--- config.mk ---
export PLATFORM = sky130hd
export DESIGN_NAME = mux_stim_sequencer
export DESIGN_NICKNAME = d
export VERILOG_FILES = /design/src/rtl/mux_stim_pkg.sv /design/src/rtl/mux_stim_dwell_cnt.sv /design/src/rtl/mux_stim_sequencer.sv
export SDC_FILE = /design/constraint.sdc
export NUM_CORES = 1
export LEC_CHECK = 0
export ABC_AREA = 1
export CORE_MARGIN = 1.5
export CORE_UTILIZATION = 35
export DETAILED_ROUTE_END_ITERATION = 8
export HOLD_SLACK_MARGIN = 0.05
export SLEW_MARGIN = 5
export SYNTH_ARGS = -nofsm -noshare
export SYNTH_HDL_FRONTEND = slang
export SYNTH_HIERARCHICAL = 1
export SYNTH_SLANG_ARGS = --single-unit
--- constraint.sdc ---
create_clock -name clk -period 3.05 [get_ports clk]
set_clock_uncertainty 0.1 [all_clocks]
set_input_delay 0.61 -clock clk [delete_from_list [all_inputs] [get_ports clk]]
set_output_delay 0.61 -clock clk [all_outputs]
set_load 0.02 [all_outputs]
--- src/rtl/mux_stim_pkg.sv ---
// Shared types and helpers for the mux stimulus sequencer.
package mux_stim_pkg;

    typedef enum logic [1:0] {
        IDLE = 2'd0,
        RUN  = 2'd1,
        DONE = 2'd2
    } state_t;

    localparam logic [2:0] LAST_STEP = 3'd7;

    function automatic logic [2:0] bin2gray3(input logic [2:0] b);
        return b ^ (b >> 1);
    endfunction

endpackage

--- src/rtl/mux_stim_dwell_cnt.sv ---
// Dwell counter: counts 0..DWELL-1 while enabled, wraps to 0 after the terminal count.
module mux_stim_dwell_cnt
    import mux_stim_pkg::*;
#(
    parameter int DWELL = 10,
    parameter int CNT_W = 16
) (
    input  logic clk,
    input  logic rst_n,
    input  logic en,
    input  logic clr,
    output logic tc
);

    localparam logic [CNT_W-1:0] TC_VAL = CNT_W'(DWELL - 1);

    logic [CNT_W-1:0] cnt;

    assign tc = (cnt == TC_VAL);

    always_ff @(posedge clk or negedge rst_n) begin
        if (!rst_n) begin
            cnt <= '0;
        end else if (clr) begin
            cnt <= '0;
        end else if (en) begin
            cnt <= tc ? '0 : cnt + CNT_W'(1);
        end
    end

endmodule

--- src/rtl/mux_stim_sequencer.sv ---
// Sweeps all eight {I0, I1, sel} combinations for the 2:1 mux, holding each for DWELL cycles.
// Handshake: start is taken only in IDLE/DONE; busy is high for the whole sweep; done is a level until the next start or abort.
module mux_stim_sequencer
    import mux_stim_pkg::*;
#(
    parameter int DWELL = 10,
    parameter int CNT_W = 16
) (
    input  logic       clk,
    input  logic       rst_n,
    input  logic       start,
    input  logic       abort,
    input  logic       hold,
    input  logic       loop_en,
    input  logic       gray_mode,
    output logic       I0,
    output logic       I1,
    output logic       sel,
    output logic [2:0] step,
    output logic       vld,
    output logic       wrap,
    output logic       busy,
    output logic       done,
    output logic [1:0] state_dbg
);

    localparam logic [1:0] S_IDLE = IDLE;
    localparam logic [1:0] S_RUN  = RUN;
    localparam logic [1:0] S_DONE = DONE;

    logic [1:0] state;
    logic [2:0] step_q;
    logic [2:0] pat_q;
    logic       gray_q;
    logic       tc;
    logic       cnt_clr;

    function automatic logic [2:0] pattern(input logic [2:0] k, input logic g);
        return g ? bin2gray3(k) : k;
    endfunction

    // Counter idles at zero outside RUN so every sweep starts with a full dwell.
    assign cnt_clr = abort || (state != S_RUN);

    mux_stim_dwell_cnt #(
        .DWELL (DWELL),
        .CNT_W (CNT_W)
    ) u_dwell_cnt (
        .clk   (clk),
        .rst_n (rst_n),
        .en    (~hold),
        .clr   (cnt_clr),
        .tc    (tc)
    );

    assign {I0, I1, sel} = pat_q;
    assign step          = step_q;
    assign state_dbg     = state;

    always_ff @(posedge clk or negedge rst_n) begin
        if (!rst_n) begin
            state  <= S_IDLE;
            step_q <= '0;
            pat_q  <= '0;
            gray_q <= 1'b0;
            vld    <= 1'b0;
            wrap   <= 1'b0;
            busy   <= 1'b0;
            done   <= 1'b0;
        end else begin
            vld  <= 1'b0;
            wrap <= 1'b0;
            if (abort) begin
                state  <= S_IDLE;
                step_q <= '0;
                pat_q  <= '0;
                busy   <= 1'b0;
                done   <= 1'b0;
            end else begin
                case (state)
                    S_IDLE, S_DONE: begin
                        if (start) begin
                            state  <= S_RUN;
                            step_q <= '0;
                            pat_q  <= pattern(3'd0, gray_mode);
                            gray_q <= gray_mode;
                            vld    <= 1'b1;
                            busy   <= 1'b1;
                            done   <= 1'b0;
                        end
                    end
                    S_RUN: begin
                        if (!hold && tc) begin
                            if (step_q != LAST_STEP) begin
                                step_q <= step_q + 3'd1;
                                pat_q  <= pattern(step_q + 3'd1, gray_q);
                                vld    <= 1'b1;
                            end else if (loop_en) begin
                                step_q <= '0;
                                pat_q  <= pattern(3'd0, gray_q);
                                vld    <= 1'b1;
                                wrap   <= 1'b1;
                            end else begin
                                // Outputs keep the last combination while parked in DONE.
                                state <= S_DONE;
                                busy  <= 1'b0;
                                done  <= 1'b1;
                            end
                        end
                    end
                    default: state <= S_IDLE;
                endcase
            end
        end
    end

endmodule

Yosys cells after proc, flatten, opt, wreduce, memory -nomap -nowiden
Index checks and enable logic that the tools add are counted.
Storage, ports and cells
  word-level logic and storage cells: 76
  register bits after elaboration: 29
  output and inout port bits: 12
  input bits: 7
Operators by class
  bitwise logic cells: 2
  eq/ne operators: 11
  $add $sub $neg: 2
  reductions and logical operators: 10
  multiplexer cells: 42
Operators with widths (number)
  $mux 16: 3
  $mux 3: 9
  $mux 1: 19
  $add 16x1->16 const B: 1
  $eq 16x4->1 const B: 1
  $ne 3x3->1 const B: 5
  $pmux 3 s2: 2
  $mux 2: 5
  $reduce_and 4->1: 2
  $pmux 1 s2: 3
  $reduce_and 5->1: 1
  $ne 2x1->1 const B: 2
  $ne 4x4->1 const B: 1
  $pmux 2 s2: 1
  $add 3x1->3 const B: 1
  $reduce_and 3->1: 1
  $reduce_bool 3->1: 1
  $xor 3x2->3: 1
  $eq 2x1->1 const B: 1
  $eq 2x2->1 const B: 1
  $logic_not 2->1: 1
  $reduce_or 2->1: 1
  $logic_and 1x1->1: 1
  $logic_not 1->1: 1
  2 further kinds: 2

Logic depth before layout (Yosys ltp)
Gate-level depths: netlist of the first run.
  depth in word-level cells: 7
  mapped depth: 11
  gate-level depth less buffers: 11

By module
Netlist of the first run, hierarchy kept.
By module, submodules not included
  mux_stim_dwell_cnt: cells each 152, area an instance 1074.8 µm², instances 1, seq. area each 400.4 µm²
  mux_stim_sequencer: cells each 94, area an instance 706.9 µm², instances 1, seq. area each 300.3 µm²

Least setup slack after synthesis of the first run
Ideal clock, no wire load.
  kind: register -> register
  from: reg state[0] (netlist: state_dbg[0])
  to: reg u_dwell_cnt.cnt[5]
  data required time: 2.825 ns
  path slack: 1.285 ns
  path buffers: 1
  setup time: 0.125 ns
  arrival time: 1.540 ns
  cell stages (with the launch flop): 11
  period minus slack after synthesis: 1.765 ns
  cells stage by stage: dfrtp_1 > inv_1 > nor2_4 > nand2_2 > nor2_2 > buf_6 > inv_2 > nand2_1 > nor2_1 > o21ai_0 > nor2_1
On the way
  word-level cells in the longest chain between the ends: 3
  elaborated cells on any way between the ends: 4
  classes of those cells: 2 x eq/ne; 1 x mux; 1 x reduce/logical
Ends and longest elaborated chain
  start, declared: line mux_stim_sequencer.sv:31  | logic [1:0] state;
  start signal, assigned: line mux_stim_sequencer.sv:62  | state <= S_IDLE;
  start signal, assigned: line mux_stim_sequencer.sv:74  | state <= S_IDLE;
  start signal, assigned: line mux_stim_sequencer.sv:83  | state <= S_RUN;
  $ne 2x1->1 (*): line mux_stim_sequencer.sv:43  | assign cnt_clr = abort || (state != S_RUN);
  $logic_or 1x1->1 (*): line mux_stim_sequencer.sv:43
  named net cnt_clr: line mux_stim_sequencer.sv:36  | logic cnt_clr;
  $ne 2x1->1 (no source line) or $mux 16 (tied branches)
  end signal, assigned: line mux_stim_dwell_cnt.sv:27  | cnt <= tc ? '0 : cnt + CNT_W'(1);
  end, declared: line mux_stim_dwell_cnt.sv:17  | logic [CNT_W-1:0] cnt;
Mark *: on every way through the listed nets, which the timed path passes. The rest lies on a longest branch.
A chain may end at the register's enable or synchronous reset.

Worst setup path in the final report of the first run
  from: reg state[0] (netlist: state_dbg[0])
  to: out state_dbg[0]
RTL lines
  end, declared: line mux_stim_sequencer.sv:24  | output logic [1:0] state_dbg
No word-level cell between the ends.

==> flow_metrics.env, run 1 <==
export IMPL_outcome="finished clean"
export IMPL_drive_above_1_share_pct=12.69
export IMPL_tns_ns=0
export IMPL_grt_antenna_before_repair=0
export IMPL_wire_per_inst_um=11.30
export IMPL_path_buf_inv=1
export IMPL_fp_dieH_um=74.35
export IMPL_ys_types=26
export IMPL_ys_seq_elements=28
export IMPL_gp_routability_congestion=0.8630
export IMPL_synthTopCellsByArea="dfrtp_1, nand2_1, nor2_1"
export IMPL_drt_iter0_drc=90
export IMPL_p_leak_nw=0.9497
export IMPL_crit_type="reg -> out"
export IMPL_yosysTopAreaCell="dfrtp_1"
export IMPL_hold_buffers=0
export IMPL_min_delay_path_class="reg -> reg"
export IMPL_fin_ws_ns=0.9205
export IMPL_dr_pass1_iters=4
export IMPL_ys_async_sr_fraction_pct=100.0
export IMPL_path_delay_family="buffers and inverters"
export IMPL_io_buffers=18
export IMPL_clk_pin_slew_ns=0.10
export IMPL_synth_most_common_cell="nand2_1"
export IMPL_start_kind="flip-flop"
export IMPL_vias=1541
export IMPL_final_nets=281
export IMPL_clk_path_buf_depth=2
export IMPL_die_area_um2=5528
export IMPL_finalHoldViolCount=0
export IMPL_slowest_stage="clkdlybuf4s50_1"
export IMPL_slowest_delay_ns=0.65
export IMPL_period_share_pct=69.82
export IMPL_start_util_pct=36.99
export IMPL_setup_viol=0
export IMPL_tightestPinTransition_ns=0.3578
export IMPL_grt_max_degree=29
export IMPL_cts_root_buf="clkbuf_8"
export IMPL_drtAntennaViolNets=0
export IMPL_cts_tree="built"
export IMPL_die_x_um=74.35
export IMPL_synth_net_count=258
export IMPL_post_dp_hpwl_um=2883
export IMPL_synth_ff_type="dfrtp_1"
export IMPL_synth_top_area_share_pct=39.33
export IMPL_postSynthCellCount=246
export IMPL_finalCriticalPeriod_ns=2.129
export IMPL_syn_to_final_growth_pct=17.70
export IMPL_crit_fanout=7
export IMPL_insertion_delay_ns=0.28
export IMPL_ir_worst_vdd_mv=0.2387
export IMPL_netlist_area_um2=1782
export IMPL_drc=0
export IMPL_cts_repair_resized=0
export IMPL_timing_max_cap_violations=0
export IMPL_arrival_ns=1.42
export IMPL_crit_required_ns=2.34
export IMPL_seq_area_frac_synth_pct=39.33
export IMPL_coreArea_um2=4817
export IMPL_crit_path_end_kind="output pin"
export IMPL_syn_avg_cell_area_um2=7.243
export IMPL_slew_violations=0
export IMPL_post_cts_buffers=0
export IMPL_yosys_warnings=6
export IMPL_rows=25
export IMPL_antenna_cells=0
export IMPL_htree_levels=1
export IMPL_dp_worst_setup_slack_ns=0.6751
export IMPL_numCtsBuffers=3
export IMPL_synth_edf_count=0
export IMPL_grt_total_usage_pct=15.22
export IMPL_cts_sinks=28
export IMPL_path_cells="clkdlybuf4s50_1"
export IMPL_overflow=0
export IMPL_timing_slew_headroom_pct=76.15
export IMPL_avgViaCountPerCell=4.600
export IMPL_drt_total_wl_um=3786
export IMPL_grt_pass1_vias=1409
export IMPL_grt_pass1_wl_um=6444
export IMPL_p_per_area_nw_per_um2=381.6
export IMPL_fmaxAchievable_mhz=469.6
export IMPL_rsz0062_at_grt="no"
export IMPL_ys_top_cells_by_count="nand2_1, nor2_1, dfrtp_1"
export IMPL_ios=19
[routing by layer]
layer  GRT usage (%)  vias up  share of wire [%]
met2           26.88       25                 47
met4           3.636        0               0.61
met1           19.11      692                 49
li1                -      822                  -
met5               0        -                  0
met3           2.981        2                3.4
[power by group]
| part | switching, mW | internal [mW] |
|---|---|---|
| registers | 0.0228 | 0.391 |
| clock network | 0.120 | 0.116 |
| logic | 0.0920 | 0.0584 |
| total | 0.235 | 0.565 |
[per-stage QoR]
| stage | cell area [um^2] | std cells | util, % | hold slack [ns] | total power, mW |
|---|---|---|---|---|---|
| 4_1_cts | 2097 | 335 | 43.53 | 0.3839 | 0.8169 |
| 6_report | 2097 | 335 | 43.53 | 0.3821 | 0.8002 |
| 3_5_place_dp | 2042 | 331 | 42.39 | 0.3573 | 0.5737 |
| 5_1_grt | 2097 | 335 | 43.53 | 0.4151 | 0.8542 |
| 3_3_place_gp | 2042 | 331 | 42.39 | 0.3585 | 0.5727 |
| 2_1_floorplan | 1782 | 246 | - | 0.2144 | 0.5103 |
[flip-flops by register name, indices dropped and copies added, names as in the netlist]
register / count
gray_q: 1
state_dbg: 2
wrap: 1
step: 3
busy: 1
pat_q: 2
vld: 1
u_dwell_cnt/cnt: 16
done: 1
[cells in the final DEF, fill, tap and decap left out]
master           netlist  routed
inv_4                  1       1
nand3_2                3       3
nand3b_4               1       1
inv_1                 23      23
nor2_2                 7       7
inv_2                  3       3
nand2_2                7       7
buf_4                  1       2
xnor2_1                1       1
nor2_4                 1       1
o21bai_2               2       2
xor2_1                 3       3
clkdlybuf4s50_1        0      18
nand3_1               22      22
dfrtp_1               28      28
ha_1                   5       5
a21oi_4                1       1
a21oi_1                3       3
nand2_1               72      72
nand2_4                1       1
nor2_1                42      42
nand4_1                6       6
nor3_1                 2       2
o21ai_2                1       1
o21bai_1               3       3
clkbuf_8               0       4
o21ai_0                6       6
[layout make-up]
| class | count | area, um^2 |
|---|---|---|
| clock buffers | 4 | 55.05 |
| repair buffers | 20 | 195.2 |
| well taps | 67 | 83.83 |
| multi-input cells | 189 | 958.4 |
| fillers | 509 | 2720 |
| flip-flops and latches | 28 | 700.7 |
| inverters | 27 | 103.9 |
[cell families after synthesis]
family / Yosys count / share of synthesized area, %
buffers and inverters: 29 / 6.882
and+or+nand+nor: 164 / 41.85
adders and majority gates: 5 / 3.511
DFF: 28 / 39.33
xor gates and xnor gates: 4 / 1.967
AOI/OAI and AO/OA: 16 / 6.461
[worst paths after layout]
kind | from | endpoint | slack, ns | cells after the start
worst max-delay path | state_dbg[0] | state_dbg[0] | 0.92 | 1
worst min-delay path | done | done | 0.38 | 2
worst max register to register | u_dwell_cnt/cnt[1] | pat_q[0] | 1.19 | 11
worst min register to register | done | done | 0.38 | 2
max in group asynchronous | rst_n | u_dwell_cnt/cnt[13] | 1.99 | 2
min in group asynchronous | rst_n | u_dwell_cnt/cnt[1] | 0.60 | 2
No activity file was read; power rests on OpenSTA's default activity.
==> run 2, diff against run 1 <==
==> constraint.sdc (replaced) <==
create_clock -name clk -period 1.81 [get_ports clk]
set_clock_uncertainty 0.1 [all_clocks]
set_input_delay 0.362 -clock clk [delete_from_list [all_inputs] [get_ports clk]]
set_output_delay 0.362 -clock clk [all_outputs]
set_load 0.02 [all_outputs]
==> run 2 against run 1 <==
Largest power group unchanged; combinational power rose by 94%; worst setup slack got worse by 0.87 ns; via count up 8.8%; critical path depth increased by 9; die area is the same; register-to-register slack lost 1.1 ns; largest cell class unchanged; global-route usage up 1.3 points; design area grew 11%; core utilization is 5.0 points higher; sequential share of layout area is 3.4 points lower.
==> flow_metrics.env, run 2 (same netlist as run 1, synthesis figures left out) <==
export IMPL_timing_slew_headroom_pct=75.99
export IMPL_switching_share_pct=27.16
export IMPL_outcome="finished clean"
export IMPL_grt_met3_usage_pct=2.846
export IMPL_slowest_stage="dfrtp_1"
export IMPL_final_nets=309
export IMPL_cts_tree="built"
export IMPL_start_kind="flip-flop"
export IMPL_seq_power_share_pct=46.7
export IMPL_htree_levels=1
export IMPL_netSwitchingPower_mw=0.4006
export IMPL_finalCriticalPeriod_ns=1.763
export IMPL_die_area_um2=5528
export IMPL_drtAntennaViolNets=0
export IMPL_post_dp_hpwl_um=3142
export IMPL_slowest_delay_ns=0.41
export IMPL_use_met2_pct=30.36
export IMPL_rsz0062_at_grt="yes"
export IMPL_met1_usage_pct=20.79
export IMPL_avgViaCountPerCell=4.620
export IMPL_grt_antenna_before_repair=0
export IMPL_dr_pass1_iters=4
export IMPL_path_buf_inv=1
export IMPL_cts_root_buf="clkbuf_8"
export IMPL_dp_worst_setup_slack_ns=-0.1605
export IMPL_setup_viol=0
export IMPL_arrival_ns=1.84
export IMPL_vias=1677
export IMPL_fin_ws_ns=0.04652
export IMPL_rows=25
export IMPL_period_share_pct=97.43
export IMPL_grt_max_degree=29
export IMPL_clk_path_buf_depth=2
export IMPL_min_delay_path_class="in -> async"
export IMPL_path_delay_family="simple AND/OR/NAND/NOR gates"
export IMPL_numCtsBuffers=3
export IMPL_drive_above_1_share_pct=22.64
export IMPL_p_per_area_nw_per_um2=631.1
export IMPL_drc=0
export IMPL_hold_buffers=0
export IMPL_grt_pass1_wl_um=7134
export IMPL_cts_sinks=28
export IMPL_io_buffers=18
export IMPL_coreArea_um2=4817
export IMPL_ir_worst_vdd_mv=0.5248
export IMPL_layout_cells_most_common="nand2_1"
export IMPL_drt_iter0_drc=69
export IMPL_wire_per_inst_um=11.06
export IMPL_top_usage_layer="met2"
export IMPL_ios=19
export IMPL_gp_routability_congestion=0.8353
export IMPL_overflow=0
export IMPL_antenna_cells=0
export IMPL_pwr_share_comb_pct=19.7
export IMPL_path_depth=10
export IMPL_die_x_um=74.35
export IMPL_p_leak_nw=1.131
export IMPL_drt_total_wl_um=4014
export IMPL_clk_pin_slew_ns=0.10
export IMPL_fp_dieH_um=74.35
export IMPL_r2r_cells=10
export IMPL_mostFrequentLayoutCells="nand2_1, nor2_1, buf_4"
export IMPL_crit_type="reg -> reg"
export IMPL_start_util_pct=36.99
export IMPL_tightestPinTransition_ns=0.3601
export IMPL_slew_violations=0
export IMPL_finalHoldViolCount=0
export IMPL_crit_required_ns=1.88
export IMPL_largest_register="u_dwell_cnt/cnt"
export IMPL_internal_power_mw=1.075
export IMPL_grt_total_usage_pct=16.51
export IMPL_largest_reg_flops=16
export IMPL_crit_fanout=5
export IMPL_p_total_mw=1.475
export IMPL_crit_path_end_kind="flip-flop"
export IMPL_timing_max_cap_violations=0
export IMPL_clkPwrFrac_pct=33.6
export IMPL_insertion_delay_ns=0.27
export IMPL_fmaxAchievable_mhz=567.1
export IMPL_grt_pass1_vias=1654
export IMPL_syn_to_final_growth_pct=31.18
export IMPL_path_cells="nor3_2 > nand4_1 > nor3_2 > inv_1 > nor2_2 > nand2_2 > nand2_4 > nand2_4 > nand2_1 > nand2_1"
[run 2: changes by cell type in the layout (fill, tap and decap cells not counted), moves of 2 or more]
cell	change
buf_4	+28
clkdlybuf4s50_1	-6
dlygate4sd2_1	+6
nor3_1	-2
nor3_2	+2
[run 2: path summary, 6_finish.rpt]
| path | to | slack (ns) | startpoint |
|---|---|---|---|
| worst max-delay path | pat_q[0] | 0.05 | u_dwell_cnt/cnt[12] |
| worst min-delay path | vld | 0.37 | rst_n |
| min in group clk | done | 0.38 | done |
| max in group asynchronous | state_dbg[0] | 0.96 | rst_n |
| worst max register to register | pat_q[0] | 0.05 | u_dwell_cnt/cnt[12] |
| worst min register to register | done | 0.38 | done |
[run 2: repair_timing]
item | in CTS | in global routing
setup endpoints to repair | 11 | 8
pin swaps | 0 | 3
gates resized for setup | 8 | 4
setup buffers | 0 | 0
[run 2: power by group through the flow]
stage	registers [mW]	logic, mW	clock network [mW]
global placement	0.702	0.296	0
finish	0.689	0.291	0.495
detailed placement	0.702	0.297	0
CTS	0.689	0.292	0.526
floorplan	0.728	0.131	0
global route	0.694	0.325	0.544
[run 2: per-layer routing]
| metal | vias to the layer above | part of all wire, % |
|---|---|---|
| met1 | 773 | 46 |
| met3 | 2 | 2.9 |
| met2 | 24 | 50 |
| li1 | 878 | - |
| met4 | 0 | 0.57 |
| met5 | - | 0 |
[run 2: through the flow]
| stage | hold slack [ns] | util [%] | TNS, ns | instance area [um^2] | cells |
|---|---|---|---|---|---|
| after floorplan | -0.03359 | - | 0 | 1782 | 246 |
| after global placement | 0.3601 | 46.75 | -0.6535 | 2252 | 359 |
| after detailed placement | 0.3616 | 46.75 | -1.566 | 2252 | 359 |
| after CTS | 0.3667 | 48.29 | 0 | 2326 | 363 |
| after global routing | 0.3879 | 48.52 | -0.5206 | 2337 | 363 |
| final | 0.3671 | 48.52 | 0 | 2337 | 363 |
[run 2: layout make-up]
| cell class | instances | area, um^2 |
|---|---|---|
| clock buffer | 3 | 41.29 |
| timing repair buffer | 48 | 397.9 |
| tap | 67 | 83.83 |
| multi-input combinational | 189 | 978.4 |
| inverter | 27 | 103.9 |
| clock inverter | 1 | 30.03 |
| sequential | 28 | 701.9 |
| fill | 513 | 2480 |
==> run 3, diff against run 2 <==
==> constraint.sdc (replaced) <==
create_clock -name clk -period 1.8 [get_ports clk]
set_clock_uncertainty 0.1 [all_clocks]
set_input_delay 0.36 -clock clk [delete_from_list [all_inputs] [get_ports clk]]
set_output_delay 0.36 -clock clk [all_outputs]
set_load 0.02 [all_outputs]
==> run 3 against run 2 <==
Clock power is 2% higher; critical path depth is the same; register-to-register slack is essentially flat; cell count is 0.28% lower; first-iteration DRC count increased by 84%; sequential power rose by 0.9%; critical path type unchanged; power is 1.4% higher; global-route usage is 0.74 points higher; non-clock buffer count fell by 1; core utilization about the same.
==> flow_metrics.env, run 3 (same netlist as run 1, synthesis figures left out) <==
export IMPL_grt_pass1_vias=1667
export IMPL_ios=19
export IMPL_path_buf_inv=2
export IMPL_path_cells="inv_1 > ha_2 > nand4_1 > nor3_2 > buf_4 > nand3_1 > nand2_1 > nand3_1 > nand2_1 > nand2_1"
export IMPL_timing_max_cap_violations=0
export IMPL_fmaxAchievable_mhz=565.7
export IMPL_arrival_ns=1.85
export IMPL_seq_power_share_pct=46.5
export IMPL_antenna_cells=0
export IMPL_largest_reg_flops=16
export IMPL_mostFrequentLayoutCells="nand2_1, nor2_1, buf_4"
export IMPL_fp_dieH_um=74.35
export IMPL_post_dp_hpwl_um=3188
export IMPL_start_kind="flip-flop"
export IMPL_slew_violations=0
export IMPL_utilization_pct=48.49
export IMPL_numCtsBuffers=3
export IMPL_start_util_pct=36.99
export IMPL_die_area_um2=5528
export IMPL_fin_cells=362
export IMPL_final_nets=308
export IMPL_netSwitchingPower_mw=0.4130
export IMPL_grt_total_usage_pct=17.25
export IMPL_dp_worst_setup_slack_ns=-0.1547
export IMPL_grt_antenna_before_repair=0
export IMPL_path_delay_family="simple AND/OR/NAND/NOR gates"
export IMPL_clk_pin_slew_ns=0.10
export IMPL_drc=0
export IMPL_clkPwrFrac_pct=33.8
export IMPL_syn_to_final_growth_pct=31.11
export IMPL_rsz0062_at_grt="yes"
export IMPL_largest_register="u_dwell_cnt/cnt"
export IMPL_drtAntennaViolNets=0
export IMPL_cts_tree="built"
export IMPL_die_x_um=74.35
export IMPL_crit_type="reg -> reg"
export IMPL_dr_pass1_iters=4
export IMPL_slowest_delay_ns=0.39
export IMPL_coreArea_um2=4817
export IMPL_p_leak_nw=1.138
export IMPL_place_inst=358
export IMPL_htree_levels=1
export IMPL_gp_routability_congestion=0.8218
export IMPL_ir_worst_vdd_mv=0.3510
export IMPL_design_area_um2=2336
export IMPL_path_common_cell="nand2_1"
export IMPL_grt_max_degree=29
export IMPL_hold_slack_ns=0.3552
export IMPL_insertion_delay_ns=0.28
export IMPL_wire_per_inst_um=11.35
export IMPL_crit_fanout=3
export IMPL_finalCriticalPeriod_ns=1.768
export IMPL_crit_required_ns=1.88
export IMPL_slowest_stage="dfrtp_1"
export IMPL_clk_path_buf_depth=2
export IMPL_switching_share_pct=27.61
export IMPL_path_depth=10
export IMPL_place_area_um2=2245
export IMPL_setup_viol=0
export IMPL_grt_pass1_wl_um=7265
export IMPL_timing_slew_headroom_pct=75.95
export IMPL_finalHoldViolCount=0
export IMPL_avgViaCountPerCell=4.674
export IMPL_fin_ws_ns=0.03214
export IMPL_drt_total_wl_um=4110
export IMPL_cts_root_buf="clkbuf_8"
export IMPL_period_share_pct=98.21
export IMPL_outcome="finished clean"
export IMPL_layout_cells_most_common="nand2_1"
export IMPL_drive_above_1_share_pct=22.71
export IMPL_p_total_mw=1.496
export IMPL_drt_iter0_drc=127
export IMPL_rows=25
export IMPL_tightestPinTransition_ns=0.3607
export IMPL_io_buffers=18
export IMPL_cts_sinks=28
export IMPL_r2r_cells=10
export IMPL_p_per_area_nw_per_um2=640.3
export IMPL_tns_ns=0
export IMPL_vias=1692
export IMPL_overflow=0
export IMPL_crit_path_end_kind="flip-flop"
export IMPL_internal_power_mw=1.083
export IMPL_pwr_share_comb_pct=19.7
export IMPL_min_delay_path_class="in -> async"
[run 3: changes by cell type in the layout (fill, tap and decap cells not counted), sizes merged]
cell,change
buf,-1
dlygate4sd2,-1
dlymetal6s2s,+1
[run 3: final timing paths]
path	startpoint	to	slack (ns)
min in group clk	done	done	0.38
worst min register to register	done	done	0.38
max in group asynchronous	rst_n	state_dbg[0]	0.96
worst max-delay path	u_dwell_cnt/cnt[1]	busy	0.03
worst min-delay path	rst_n	u_dwell_cnt/cnt[6]	0.36
worst max register to register	u_dwell_cnt/cnt[1]	busy	0.03
[run 3: power groups by stage]
| stage | clock network [mW] | registers, mW | logic (mW) |
|---|---|---|---|
| after floorplan | 0 | 0.732 | 0.132 |
| after global placement | 0 | 0.707 | 0.296 |
| after detailed placement | 0 | 0.706 | 0.297 |
| after CTS | 0.529 | 0.693 | 0.293 |
| after global routing | 0.555 | 0.702 | 0.332 |
| final | 0.506 | 0.695 | 0.295 |
[run 3: what timing repair did]
item,in CTS,in global routing
buffers inserted,0,0
gates resized for setup,6,7
pin swaps,0,4
gates cloned,0,0
setup endpoints to repair,10,13
hold buffers,0,0
[run 3: layer usage]
metal	GRT usage (%)	up-vias	routed length, um
met4	4.242	0	38
met3	3.117	4	131
li1	-	873	-
met2	31.75	35	2072
met5	0	-	0
met1	20.72	780	1868
[run 3: area by class of cell]
class	count	area (um^2)
clock buffers	3	41.29
well taps	67	83.83
clock inverters	1	30.03
repair buffers	47	394.1
fillers	485	2481
multi-input cells	189	980.9
inverters	27	103.9
flip-flops and latches	28	701.9
